**config.mk**
```make
export PLATFORM = sky130hd
export DESIGN_NAME = hide_timer
export DESIGN_NICKNAME = d
export VERILOG_FILES = /design/src/rtl/card_match_checker_hide_timer.sv
export SDC_FILE = /design/constraint.sdc
export NUM_CORES = 1
export LEC_CHECK = 0
export ABC_AREA = 1
export CAP_MARGIN = 30
export CORE_AREA = 2 2 39 41
export DETAILED_ROUTE_END_ITERATION = 8
export DIE_AREA = 0 0 41 43
export PLACE_DENSITY = 0.63
export SYNTH_ARGS = -nofsm -noshare
export SYNTH_HDL_FRONTEND = slang
export SYNTH_SLANG_ARGS = --single-unit
```
**constraint.sdc**
```tcl
create_clock -name clk -period 1.3 [get_ports clk]
set_input_delay 0.325 -clock clk [delete_from_list [all_inputs] [get_ports clk]]
set_output_delay 0.325 -clock clk [all_outputs]
set_load 0.03 [all_outputs]
```
**src/rtl/card_match_checker_hide_timer.sv**
```systemverilog
// hide_timer: loadable down-counter with a zero flag. Holds mismatched
// cards face-up; the count stops at zero until reloaded.
module hide_timer #(
    parameter int WIDTH = 6
) (
    input  logic             clk,
    input  logic             resetn,
    input  logic             load,
    input  logic [WIDTH-1:0] load_val,
    input  logic             dec,
    output logic             zero
);

    logic [WIDTH-1:0] count_q, count_d;

    // Load wins over decrement; never wrap below zero.
    always_comb begin
        count_d = count_q;
        if (load) begin
            count_d = load_val;
        end else if (dec && count_q != '0) begin
            count_d = count_q - WIDTH'(1);
        end
    end

    // Counter register.
    always_ff @(posedge clk or negedge resetn) begin
        if (!resetn) begin
            count_q <= '0;
        end else begin
            count_q <= count_d;
        end
    end

    assign zero = (count_q == '0);

endmodule

```
==> flow_results.org <==
** Synth
- Sorting the synthesized cells by area gives the leading types as sky130_fd_sc_hd__dfrtp_1 (35%), sky130_fd_sc_hd__nand2_1 (14%), sky130_fd_sc_hd__nand3_1 (11%), sky130_fd_sc_hd__ha_1 (5.9%), sky130_fd_sc_hd__nand2_4 (5.3%).
- Of the synthesized area, sequential elements account for 0.353.
- Post-synthesis instance total :: 55
- Count of distinct cell types in the synthesized netlist :: 16
- The synthesized design contains 6 register bits.
- Cell type with the highest aggregate area in the netlist :: sky130_fd_sc_hd__dfrtp_1
- Post-Syn Area per Cell :: 7.73 um2
- Post-synthesis instance area :: 425 um2
- The number of nets in the synthesized netlist is 67.
- The share of synthesized area in the top cell type comes to 0.353.
- YS warnings :: 0

** Layout
- Total area of multi-input combinational cells :: 300 um2
- The register with the most flip-flops in the layout has 6 of them.
- Most used cells in the layout excluding fill and tap cells :: sky130_fd_sc_hd__nand2_1 (16), sky130_fd_sc_hd__nand3_1 (9), sky130_fd_sc_hd__clkdlybuf4s50_1 (9)
- Number of nets in the finished design :: 88
- The area growth from synthesis to layout is 56.8%.
- # fillers :: 140
- Layout cells sized above 1 :: 0.338
- Combined flip-flop and latch cell area :: 151 um2
- Most common cell after layout, fill and taps aside :: sky130_fd_sc_hd__nand2_1
- The largest registers in the layout are count_q: 6 flops.
- Antenna diode count :: 0
- Register name with the most flops :: count_q

** STA
- Setup violations remaining at the end of the flow were counted as 1.
- Measured against its own limit, the worst slew margin works out to 0.802.
- The final count of hold timing violations came to 0.
- Hold Slack :: 0.326 ns
- Across all setup checks in the final design, the least slack found is -0.120 ns.
- Max Clk Rate :: 0.704 GHz
- Setup repair after global routing could not meet its margin everywhere.
- Max-slew violations :: 0
- Slew at the pin with the worst max-slew slack :: 0.297 ns
- After layout, the minimum clock period comes to 1.42 ns.
- In the finished design, the share of the clock period the worst path needs comes to 1.09.
- Setup TNS :: -0.120 ns
- Clock skew on the completed layout was measured at 0.00284 ns.

** CTS
- TritonCTS created 3 clock buffers.
- Clock tree synthesis selected as its root buffer the cell sky130_fd_sc_hd__clkbuf_4.
- H-tree Lvls :: 1
- Max Buffers Root-to-Sink :: 2
- After clock tree synthesis, the flow added hold-fix buffers numbering 0.
- Insertion delay of the later-clocked pin in the worst-skew pair :: 0.25 ns
- Clock-pin slew was measured on the worst setup and hold paths at 0.05 ns.
- TritonCTS built the clock tree.
- Counting every sink on the clock net gives 6.

** Die
- I/O Pins :: 11
- Area of the core region :: 1380 um2
- The die is 41 um wide.
- The floorplan step defined a die boundary enclosing 1760 um2.
- Initial core utilization :: 0.307
- Std cell rows :: 14
- The floorplan step set the die height to 43 um.

** Setup path
- CP startpoint kind :: flip-flop
- Setup slack of the most critical reg-to-reg path :: 0.08 ns
- Critical Path Sink Type :: output pin
- Required time reported for the critical path endpoint :: 0.98 ns
- Data arrives at the worst endpoint at 1.09 ns.
- In this run the critical register-to-register path is captured at count_q[2]$_DFFE_PN0P_.
- Of all nets on the critical path, the largest fanout is 2.
- In this run the critical register-to-register path is launched from count_q[1]$_DFFE_PN0P_.
- The worst setup path is of the reg2out kind.
- Critical path startpoint :: count_q[1]$_DFFE_PN0P_
- The worst register-to-register path has a depth of 7.

** Power
- Worst vdd rail ir drop :: 0.357 mV
- Total power of the final layout :: 731 uW
- Pwr dens :: 1100 nW/um2
- For this design the static power due to leakage is 0.000300 uW.

** Routing
- The routed layout has 419 vias.
- Post-detailed-routing wire length :: 934 um
- After detailed routing, the number of remaining DRC violations is 0.
- Detailed Route Iter0 Violations :: 6
- Before antenna repair, the detailed router went through 4 iterations.
- The count of nets left with antenna violations once routing finished came out at 0.
- Dividing the detail-routed wire length by the instance count gives 10.4 um.
- Avg Vias per Cell :: 4.66

** Place
- Number of port buffers :: 10
- Post-DP HPWL :: 715 um
- Post-placement worst setup slack :: -0.0561 ns
- Weighted congestion at the end of routability-driven global placement :: 0.845

** GRT
- Summed over all layers, the global routing overflow is 0.
- Total Routing Usage GR :: 0.140
- The number of global-route vias before repair is 418.
- Entering global routing, the biggest net connects 7 pins.
- Wire length of the first global-routing pass :: 1660 um
- The number of antenna violations at the first check in global routing is 0.

** Run
- Count of maximum capacitance violations :: 0

** Outcome
- The flow ran to the end, but the final reports show violations.
- The final reports fail on setup timing.

** Worst hold path
- Worst hold path type :: in2async
==> how the worst max path moves through the flow <==
stage                                         to  slack (ns)  depth (start not counted)
final                                       zero       -0.12                          5
after CTS                                   zero       -0.13                          5
after global placement    count_q[0]$_DFFE_PN0P_       -0.06                          5
after detailed placement  count_q[0]$_DFFE_PN0P_       -0.06                          5
after global routing                        zero       -0.15                          5
after floorplan                             zero        0.06                          4
==> layer usage <==
metal  track usage  vias up  part of all wire
met1         0.167      190              0.44
met4        0.0800        0             0.024
li1              -      216                 -
met3        0.0157        4             0.032
met5             0        -                 0
met2         0.228        9              0.50
==> kinds of logic (layout without fill, tap and decap cells) <==
logic type | count (synthesis) | in the layout | synth area share
AND/OR/NAND/NOR | 34 | 34 | 0.406
flip-flops | 6 | 6 | 0.353
buffers and inverters | 6 | 25 | 0.0559
AO/OA/AOI/OAI | 4 | 4 | 0.0647
XOR/XNOR | 3 | 3 | 0.0618
adder cells (fa/ha/maj) | 2 | 2 | 0.0588
==> cells in the mapped netlist <==
cell type,number
sky130_fd_sc_hd__xnor2_1,2
sky130_fd_sc_hd__nor2_2,1
sky130_fd_sc_hd__nand2_4,2
sky130_fd_sc_hd__xor2_1,1
sky130_fd_sc_hd__nand4_1,1
sky130_fd_sc_hd__nand2_1,16
sky130_fd_sc_hd__nand3_2,1
sky130_fd_sc_hd__nor2_1,3
sky130_fd_sc_hd__inv_1,5
sky130_fd_sc_hd__nand3_1,9
sky130_fd_sc_hd__nor2_4,1
sky130_fd_sc_hd__buf_2,1
sky130_fd_sc_hd__o21ai_0,2
sky130_fd_sc_hd__o21ai_2,2
sky130_fd_sc_hd__dfrtp_1,6
sky130_fd_sc_hd__ha_1,2
==> worst max-delay path, cell delays in order (launching register included) <==
cell	delay (ns)
sky130_fd_sc_hd__dfrtp_1	0.38
sky130_fd_sc_hd__inv_2	0.08
sky130_fd_sc_hd__ha_4	0.14
sky130_fd_sc_hd__nand3_4	0.07
sky130_fd_sc_hd__inv_2	0.06
sky130_fd_sc_hd__buf_6	0.12
==> final cells by class <==
type                    count  area share
well taps                  16      0.0300
clock buffers               3      0.0338
flip-flops and latches      6       0.227
multi-input cells          43       0.450
repair buffers             17       0.231
inverters                   5      0.0281
==> through the flow <==
| step | utilization | instances | instance area [um2] |
|---|---|---|---|
| after floorplan | - | 55 | 425 |
| after global placement | 0.416 | 85 | 576 |
| after detailed placement | 0.416 | 85 | 576 |
| after CTS | 0.471 | 91 | 652 |
| after global routing | 0.482 | 90 | 667 |
| final | 0.482 | 90 | 667 |
==> where the power goes <==
group	switching [uW]	internal (uW)	total (uW)
Combinational	149	153	302
Clock	73.9	105	179
Sequential	32.1	219	251
==> timing repair <==
action / CTS / global route
pin swaps: 1 / 0
setup buffers: 3 / 0
setup endpoints to repair: 1 / 4
resized for setup: 8 / 4
No activity file was read; power rests on OpenSTA's default activity.
